## src/rtl/single_stage_pipeline_register.sv

```systemverilog
// single_stage_pipeline_register
//   One-deep registered stage between two valid/ready interfaces. The forward
//   valid/data path is always registered. Full throughput when the consumer
//   is always ready.
//
//   Build option: define SKID_BUFFER_EN to add a skid register. This also
//   registers in_ready, which removes the combinational path from out_ready
//   back to in_ready.
//
//   Reset is synchronous and active-high. in_ready is held low while rst=1.
module single_stage_pipeline_register #(
  parameter int DATA_WIDTH = 32
) (
  input  logic                  clk,
  input  logic                  rst,
  input  logic                  in_valid,
  output logic                  in_ready,
  input  logic [DATA_WIDTH-1:0] in_data,
  output logic                  out_valid,
  input  logic                  out_ready,
  output logic [DATA_WIDTH-1:0] out_data
);

  logic accept;
  logic send;

  assign accept = in_valid & in_ready;
  assign send   = out_valid & out_ready;

`ifdef SKID_BUFFER_EN

  // EMPTY: nothing held. FULL: main register valid. SKID: main and skid valid.
  typedef enum logic [1:0] {
    ST_EMPTY = 2'd0,
    ST_FULL  = 2'd1,
    ST_SKID  = 2'd2
  } state_t;

  state_t                state;
  logic                  in_ready_q;
  logic [DATA_WIDTH-1:0] skid_data;

  // in_ready is a flop (skid empty). Only rst gates it, never out_ready.
  assign in_ready = in_ready_q & ~rst;

  // State machine: the main register feeds out_data, and the skid register
  // catches the word accepted while the consumer stalls.
  always_ff @(posedge clk) begin
    if (rst) begin
      // NOTE: data registers are cleared as well, so out_data is never X after reset.
      state      <= ST_EMPTY;
      out_valid  <= 1'b0;
      out_data   <= '0;
      skid_data  <= '0;
      in_ready_q <= 1'b1;
    end else begin
      case (state)
        ST_EMPTY: begin
          if (accept) begin
            out_data  <= in_data;
            out_valid <= 1'b1;
            state     <= ST_FULL;
          end
        end
        ST_FULL: begin
          if (accept && send) begin
            out_data <= in_data;
          end else if (accept) begin
            skid_data  <= in_data;
            in_ready_q <= 1'b0;
            state      <= ST_SKID;
          end else if (send) begin
            out_valid <= 1'b0;
            state     <= ST_EMPTY;
          end
        end
        ST_SKID: begin
          // in_ready is low here, so no accept can occur in this state.
          if (send) begin
            out_data   <= skid_data;
            in_ready_q <= 1'b1;
            state      <= ST_FULL;
          end
        end
        default: begin
          state      <= ST_EMPTY;
          out_valid  <= 1'b0;
          in_ready_q <= 1'b1;
        end
      endcase
    end
  end

`else

  // Space is available when the stage is empty or when the held word leaves this cycle.
  assign in_ready = ~rst & (~out_valid | out_ready);

  // Single data register: it loads on accept and empties on a send that has no matching accept.
  always_ff @(posedge clk) begin
    if (rst) begin
      // NOTE: non-blocking assignments throughout, so every flop samples pre-edge values.
      out_valid <= 1'b0;
      out_data  <= '0;
    end else if (accept) begin
      out_data  <= in_data;
      out_valid <= 1'b1;
    end else if (send) begin
      out_valid <= 1'b0;
    end
  end

`endif

endmodule

```

## config.mk

```make
export PLATFORM = sky130hd
export DESIGN_NAME = single_stage_pipeline_register
export DESIGN_NICKNAME = d
export VERILOG_FILES = /design/src/rtl/single_stage_pipeline_register.sv
export SDC_FILE = /design/constraint.sdc
export NUM_CORES = 1
export LEC_CHECK = 0
export CORE_AREA = 5 5 56 83
export CTS_CLUSTER_SIZE = 12
export DETAILED_ROUTE_END_ITERATION = 8
export DIE_AREA = 0 0 61 88
export GPL_TIMING_DRIVEN = 0
export HOLD_SLACK_MARGIN = 0.02
export PLACE_DENSITY = 0.77
export SLEW_MARGIN = 10
export SYNTH_ARGS = -nofsm -noshare
export SYNTH_HDL_FRONTEND = slang
export SYNTH_SLANG_ARGS = --single-unit
```

## constraint.sdc

```tcl
create_clock -name clk -period 1.4 [get_ports clk]
set_input_delay 0.28 -clock clk [delete_from_list [all_inputs] [get_ports clk]]
set_output_delay 0.28 -clock clk [all_outputs]
set_load 0.05 [all_outputs]
```

# --- Word level (Yosys, flattened, before mapping) ---
# Cells that the tools add are included.
totals:
  mem_bits_rw: 0
  rom_bits: 0
  in_bits: 36
  latchBits: 0
  elab_cells: 11
  mem_count: 0
  regBits: 33
  output_inout_bits: 34
classes:
  shift: 0
  n_eq_ne: 0
  bitwise_logic: 6
  addsub: 0
  div: 0
  mux: 2
  n_reduce_logical: 1
  magnitude_cmp: 0
  n_mul: 0
ops:
  columns: ["op", "count"]
  rows:
  - ["AND 1 bit", 3]
  - ["two-way mux 1 bit", 2]
  - ["inverter 1 bit", 2]
  - ["nonzero test 2 bit", 1]
  - ["OR 1 bit", 1]

# --- Logic depth before layout (Yosys ltp) ---
# Gate-level depths: netlist of the first run.
logic_depth:
  depth_word: 5
  ltp_mapped: 5
  mapped_depth_nobuf: 3

# --- Worst setup path after synthesis of the first run ---
# OpenSTA, ideal clock, no wires.
synth_path:
  path_type: "reg2out"
  from: "register out_valid"
  to: "output in_ready"
  stages_incl_launch_ff: 3
  path_buffers: 0
  arrival_ns: 1.314
  t_required_ns: 1.120
  slack_ns: -0.194
  path_cell_list: "dfxtp_1 -> nor2b_4 -> nor2_1"
synth_via:
  elab_chain_cells: 3
synth_rtl:
  columns: ["element", "line_no", "rtl"]
  rows:
  - ["start, declared", "19", "output logic out_valid,"]
  - ["start signal, assigned", "103", "out_valid <= 1'b0;"]
  - ["start signal, assigned", "107", "out_valid <= 1'b1;"]
  - ["start signal, assigned", "109", "out_valid <= 1'b0;"]
  - ["inverter 1 bit", "97", "assign in_ready = ~rst & (~out_valid | out_ready);"]
  - ["OR 1 bit", "97", null]
  - ["AND 1 bit", "97", null]
  - ["end, declared", "17", "output logic in_ready,"]
# Every way passes these cells.

# --- Final worst setup path of the first run ---
layout_path:
  from: "register out_data[29]"
  to: "output out_data[29]"
layout_rtl:
  columns: ["element", "line_no", "rtl"]
  rows:
  - ["start, declared", "21", "output logic [DATA_WIDTH-1:0] out_data"]
  - ["start signal, assigned", "106", "out_data <= in_data;"]
# No word-level cell between the ends.

==> impl_results.md, run 1 <==
* Worst hold path depth at 2
* Clock skew after layout at 1.81 ps
* Number of antenna cells inserted at 0
* Largest net degree at the start of global routing at 11
* Die boundary width at 61 µm
* Half-perimeter wire length after detailed placement at 2580 µm
* Share of post-route cells with drive strength above 1 at between 20% and 30%
* Cell chain of the critical path: clkdlybuf4s15_2
* Cell family with the largest share of critical-path delay: buffers and inverters
* Post-DR vias/cell at approximately 4.5
* Distinct cell type count after synthesis at 10
* Port buffer count at 68
* Arrival time of the worst setup path at about 1000 ps
* DIE AREA at 0.00537 mm²
* Yosys warnings at 0
* Power density over cell area at 1010 mW/mm²
* Sequential cell area at 662 µm²
* Setup repair after global routing missed its margin: false
* Required time of the worst setup path at 1120 ps
* Highest cell delay on the worst timing path at about 380 ps
* Final Hold Violating Endpoints at 0
* Clock tree from TritonCTS: built
* Worst setup slack for register-to-register paths at 270 ps
* Leakage power total at 0.952 nW
* I/O pin count at 70
* Area of the core at 0.00385 mm²
* Height of the chip at 88 µm
* Sequential share of the synthesized area at between 40 and 50%
* Number of instances in the synthesized netlist at between 100 and 150
* Wirelength per Cell at about 13 µm
* Clock latency on the worst-skew pair at 280 ps
* Cell count after placement at 258
* Worst slew pin tran at 363 ps
* Wire length of the first global-routing pass at roughly 5800 µm
* Hold Crit Start: rst
* Max-cap violation count at 0
* Footprint of the multi-input gates at 757 µm²
* Depth of the worst register-to-register path at 5
* Starting utilization of the core area at between 30% and 40%
* Cell area after layout at 0.00236 mm²
* Critical Path Source Type: flip-flop
* Maximum VDD drop at ~0.72 mV
* Count of antenna-violating nets left after detailed routing at 0
* Row count at 28
* Run status: completed
* Count of fill cells added during filler insertion at 335
* R2r startpoint: out_valid
* Buffer cell driving the clock tree root: sky130_fd_sc_hd__clkbuf_8
* Endpoint of the worst hold path: out_valid
* Most common cell after layout, fill and taps aside: sky130_fd_sc_hd__nand2b_1
* Time the final worst path needs with I/O delays and setup at 1290 ps
* Slowest cell on the critical path: sky130_fd_sc_hd__clkdlybuf4s15_2
* Routed via count at 1187
* Post-route clock period utilization at 92.3%
* Total clock buffers created by CTS at 5
* Worst relative slew slack at around 76%
* Total chip power at 2.38 mW
* Most frequent cells in the layout: sky130_fd_sc_hd__nand2b_1 (64), sky130_fd_sc_hd__clkdlybuf4s50_1 (33), sky130_fd_sc_hd__mux2i_1 (32), sky130_fd_sc_hd__dfxtp_1 (32), sky130_fd_sc_hd__clkdlybuf4s15_2 (29)
* Number of design rule violations left after detail routing at 0
* Placed Instance Area at roughly 0.0023 mm²
* Final-report max-slew violation count at 0
* Worst-path fanout max at 2
* Worst Hold Class: input pin to flip-flop
* Number of DRC markers after the initial detailed-route iteration at 23
* Mean Syn Cell Area at 10.4 µm²
* Clock net sink count at 33
* Clock transition at the registers of the reported paths at 60 ps
* Number of nets in the layout at 256
* Overall global routing resource usage at 14.5%
* CTS H-Tree Depth at 2
* Remaining global-route overflow at 0
* Synthesized net count at 181
* Number of antenna violations at the first check in global routing at 0
* Post-Syn Area at 0.00151 mm²
* Routability cong. at approximately 0.67
* Post-CTS setup buffer count at 0
* Total setup violations reported at the end of the flow at 0
* Vias in the first global route at 1278
* Worst Setup Path Type: flip-flop to primary output
* Post-synthesis register bit count at 33
* Final Instance Count excl. Fillers at 265
* Crit path buffers/inverters at 1
* Type of element capturing the critical path: primary output
* Synth-to-Final Area Change at 56.0%
* Largest buffer count on any clock path at 2
* Number of iterations in the first detailed-routing pass at 4
* Terminus of the critical flop-to-flop path: out_data[12]
* Total Routed Length at between 3000 and 4000 µm
* FMAX at 774 MHz
timing repair:
item                                    4_1_cts  5_1_grt
hold buffers                                  0        0
gates resized for setup                     101        6
endpoints found under the setup margin       34        5
metal layers:
metal | global-route usage, % | wire length, µm | vias up
li1 | - | - | 609
met1 | 15.6 | 1340 | 521
met2 | 24.4 | 1720 | 50
met3 | 5.60 | 319 | 7
met4 | 6.51 | 68 | 0
met5 | 0 | 0 | -
state kept, by name (all words and copies together), names as in the netlist:
register	cells
out_valid	1
out_data	32
worst max path at each step:
stage	startpoint	end	depth (start not counted)	slack, ps
2_1_floorplan	out_valid	in_ready	2	150
3_3_place_gp	out_ready	in_ready	4	-590
3_5_place_dp	out_ready	in_ready	4	-590
4_1_cts	out_data[18]	out_data[18]	1	1
5_1_grt	out_data[7]	out_data[7]	1	50
6_report	out_data[29]	out_data[29]	1	110
Yosys cell counts:
cell type | count | share of area (%)
sky130_fd_sc_hd__nand2b_1 | 64 | 26
sky130_fd_sc_hd__buf_6 | 1 | 0.74
sky130_fd_sc_hd__dfxtp_1 | 33 | 44
sky130_fd_sc_hd__nor2_1 | 3 | 0.74
sky130_fd_sc_hd__buf_2 | 1 | 0.33
sky130_fd_sc_hd__mux2i_1 | 32 | 21
sky130_fd_sc_hd__nor2b_2 | 1 | 0.58
sky130_fd_sc_hd__nor2b_4 | 1 | 0.91
sky130_fd_sc_hd__buf_12 | 3 | 4.0
sky130_fd_sc_hd__clkbuf_1 | 6 | 1.5
metrics by stage:
step / TNS (ps) / setup slack [ps] / hold slack [ps] / utilization (%)
3_5_place_dp: -4330 / -591 / 462 / 58.5
5_1_grt: 0 / 50.4 / 353 / 61.3
3_3_place_gp: -3740 / -588 / 458 / 58.5
6_report: 0 / 107 / 359 / 61.3
2_1_floorplan: 0 / 152 / 401 / -
4_1_cts: 0 / 1.12 / 362 / 61.6
cell families (layout without fill, tap and decap cells):
family                 after synthesis  in the layout  share of synthesized area [%]
AND/OR/NAND/NOR                     69             69                           28.7
flip-flops                          33             33                           43.6
multiplexers                        32             32                           21.2
buffers and inverters               11             86                           6.53
power by group:
group          leakage [nW]  switching (mW)  internal [mW]
Clock                0.0443           0.319          0.389
Combinational         0.635           0.357          0.281
Sequential            0.272          0.0332           1.00
cell type report:
class / count / area share, %
Tap cell: 45 / 2.38
Timing Repair Buffer: 68 / 29.7
Clock buffer: 7 / 3.66
Multi-Input combinational cell: 101 / 32.1
Sequential cell: 33 / 28.0
Buffer: 11 / 4.19
(Power assumes the default switching activity.)
==> inputs of run 2 (changes only) <==
--- a/config.mk
+++ b/config.mk
@@ -5,13 +5,13 @@
 export SDC_FILE = /design/constraint.sdc
 export NUM_CORES = 1
 export LEC_CHECK = 0
-export CORE_AREA = 5 5 56 83
+export CORE_AREA = 5 5 54 80
 export CTS_CLUSTER_SIZE = 12
 export DETAILED_ROUTE_END_ITERATION = 8
-export DIE_AREA = 0 0 61 88
+export DIE_AREA = 0 0 59 85
 export GPL_TIMING_DRIVEN = 0
 export HOLD_SLACK_MARGIN = 0.02
-export PLACE_DENSITY = 0.77
+export PLACE_DENSITY = 0.83
 export SLEW_MARGIN = 10
 export SYNTH_ARGS = -nofsm -noshare
 export SYNTH_HDL_FRONTEND = slang
==> constraint.sdc (replaced) <==
create_clock -name clk -period 1.5 [get_ports clk]
set_input_delay 0.3 -clock clk [delete_from_list [all_inputs] [get_ports clk]]
set_output_delay 0.3 -clock clk [all_outputs]
set_load 0.05 [all_outputs]
==> run 2 against run 1 <==
Effect of this change: clock skew increased by 3.6 ps; power down 10%; sequential cell count did not move; register-to-register slack gained 120 ps; count of clock-buffer cells in the layout decreased by 2; non-clock buffer count did not move; core utilization increased by 2.7 points; cell area fell by 3.0%; combinational power down 9.4%; cell count shrank 1.1%; critical path type unchanged; largest power group unchanged.
==> impl_results.md, run 2 (synthesis gave the netlist of run 1 again) <==
* Synth-to-Final Area Change at 51.2%
* Clock transition at the registers of the reported paths at 60 ps
* Final-report max-slew violation count at 0
* CTS H-Tree Depth at 2
* Worst Setup Path Type: flip-flop to primary output
* Net switching component of the power at 649 µW
* Most common cell after layout, fill and taps aside: sky130_fd_sc_hd__nand2b_1
* Setup repair after global routing missed its margin: false
* Clock latency on the worst-skew pair at 280 ps
* Worst-path fanout max at 2
* Clock tree from TritonCTS: built
* R2r startpoint: out_valid
* Number of iterations in the first detailed-routing pass at 4
* Cell family with the largest share of critical-path delay: buffers and inverters
* Wire length of the first global-routing pass at 5530 µm
* Largest buffer count on any clock path at 2
* Time the final worst path needs with I/O delays and setup at 1450 ps
* Share of post-route cells with drive strength above 1 at 6.85%
* Port buffer count at 68
* Combinational share of power at 27.1%
* Final Hold Violating Endpoints at 0
* Worst Hold Class: input pin to flip-flop
* Row count at 27
* Height of the chip at 85 µm
* I/O pin count at 70
* FMAX at 690 MHz
* Maximum VDD drop at roughly 0.59 mV
* Flop pwr share at a little under half
* Post-route clock period utilization at 96.7%
* Required time of the worst setup path at around 1200 ps
* Largest registers ranked by flip-flop count: out_data: 32 flops, out_valid: 1 flops
* Post-DR vias/cell at around 4.5
* Starting utilization of the core area at a little over two fifths
* Highest cell delay on the worst timing path at 540 ps
* Cell area after layout at 0.00229 mm²
* Count of antenna-violating nets left after detailed routing at 0
* Worst hold path depth at 2
* Slowest cell on the critical path: sky130_fd_sc_hd__dlygate4sd2_1
* Worst setup path start: out_data[6]
* Depth of the worst register-to-register path at 5
* Largest net degree at the start of global routing at 11
* Worst setup slack for register-to-register paths at a little under 400 ps
* Number of cells on the critical path at 1
* Clock group share of total power at between 20% and 30%
* Overall global routing resource usage at 14.5%
* Type of element capturing the critical path: primary output
* Total Routed Length at 3330 µm
* Critical Path Source Type: flip-flop
* Number of nets in the layout at 256
* Crit path buffers/inverters at 1
* Switching share of power at a little under a third
* Placed Instance Area at between 0.002 and 0.0025 mm²
* Number of DRC markers after the initial detailed-route iteration at 26
* Die boundary width at approximately 60 µm
* Most frequent cells in the layout: sky130_fd_sc_hd__nand2b_1 (64), sky130_fd_sc_hd__clkdlybuf4s50_1 (34), sky130_fd_sc_hd__dfxtp_1 (33)
* Critical path destination: out_data[6]
* Terminus of the critical flop-to-flop path: out_data[27]
* DIE AREA at 0.00502 mm²
* Routed via count at between 1000 and 1500
* Total clock buffers created by CTS at 5
* Number of design rule violations left after detail routing at 0
* Run status: completed
* Number of antenna cells inserted at 0
* Number of antenna violations at the first check in global routing at 0
* Half-perimeter wire length after detailed placement at 2610 µm
* Leakage power total at between 1 and 1.5 nW
* Clock net sink count at 33
* Arrival time of the worst setup path at 1150 ps
* Post-CTS setup buffer count at 0
* Clock skew after layout at ~5.4 ps
* Wirelength per Cell at 12.7 µm
* Internal power consumption at around 1.5 mW
* Layout Utilization at 63.9%
* Pre-CTS worst setup slack at -531 ps
* Largest reg by FF count: out_data
* Power density over cell area at approximately 930 mW/mm²
* Remaining global-route overflow at 0
* Hold buffer count at cts at 0
* Area of the core at 0.00358 mm²
* Max-cap violation count at 0
* Worst relative slew slack at approximately two thirds
* Flip-flop count of the largest register after layout at 32
* Cell chain of the critical path: dlygate4sd2_1
* Count of fill cells added during filler insertion at 312
* Vias in the first global route at about 1300
* Buffer cell driving the clock tree root: sky130_fd_sc_hd__clkbuf_8
* Routability cong. at 0.699
* Total setup violations reported at the end of the flow at 0
* Worst slew pin tran at about 510 ps
* Setup slack after layout at 50.2 ps
[run 2: changes by cell type in the layout (fill, tap and decap cells not counted), sizes merged]
cell and delta:
dlygate4sd2 +26, dlymetal6s2s -1, clkbuf -6, clkdlybuf4s50 +1, clkinv +1, clkdlybuf4s15 -22
[run 2: worst min path at each step]
stage / slack [ps] / endpoint / start
after floorplan: 420 / out_valid / in_valid
after global placement: 460 / out_data[5] / out_data[5]
after detailed placement: 460 / out_data[0] / out_data[0]
after CTS: 390 / out_valid / rst
after global routing: 430 / out_valid / rst
final: 380 / out_valid / rst
[run 2: metal layers]
metal  track usage (%)  wire (µm)  vias to the layer above
li1                  -          -                      606
met5                 0          0                        -
met4              8.66         72                        0
met1              15.0       1250                      517
met2              24.5       1670                       49
met3              4.72        330                        5
[run 2: final cells by class]
class / instances / area, µm² / share of cell area [%]
Sequential cell: 33 / 661 / 28.9
Tap cell: 43 / 53.8 / 2.35
Timing Repair Buffer: 68 / 646 / 28.2
Clock buffer: 5 / 68.8 / 3.01
Clock inverter: 1 / 5.00 / 0.219
Multi-Input combinational cell: 101 / 757 / 33.1
Buffer: 11 / 98.8 / 4.32
[run 2: stage by stage]
stage	instances	hold WS (ps)	power (mW)	setup TNS, ps
floorplan	145	421	1.37	0
global placement	256	457	1.60	-1170
detailed placement	256	464	1.61	-1670
CTS	262	387	2.17	0
global route	262	429	2.24	0
finish	262	379	2.13	0
[run 2: power groups by stage]
stage	clock (mW)	combinational, mW	sequential, mW
5_1_grt	0.660	0.613	0.970
3_3_place_gp	0	0.618	0.982
6_report	0.593	0.578	0.963
3_5_place_dp	0	0.622	0.984
4_1_cts	0.620	0.583	0.963
2_1_floorplan	0	0.181	1.18
[run 2: repair_timing]
item,in CTS,in global routing
resized for setup,38,9
endpoints found under the setup margin,34,8
pin swaps,0,0
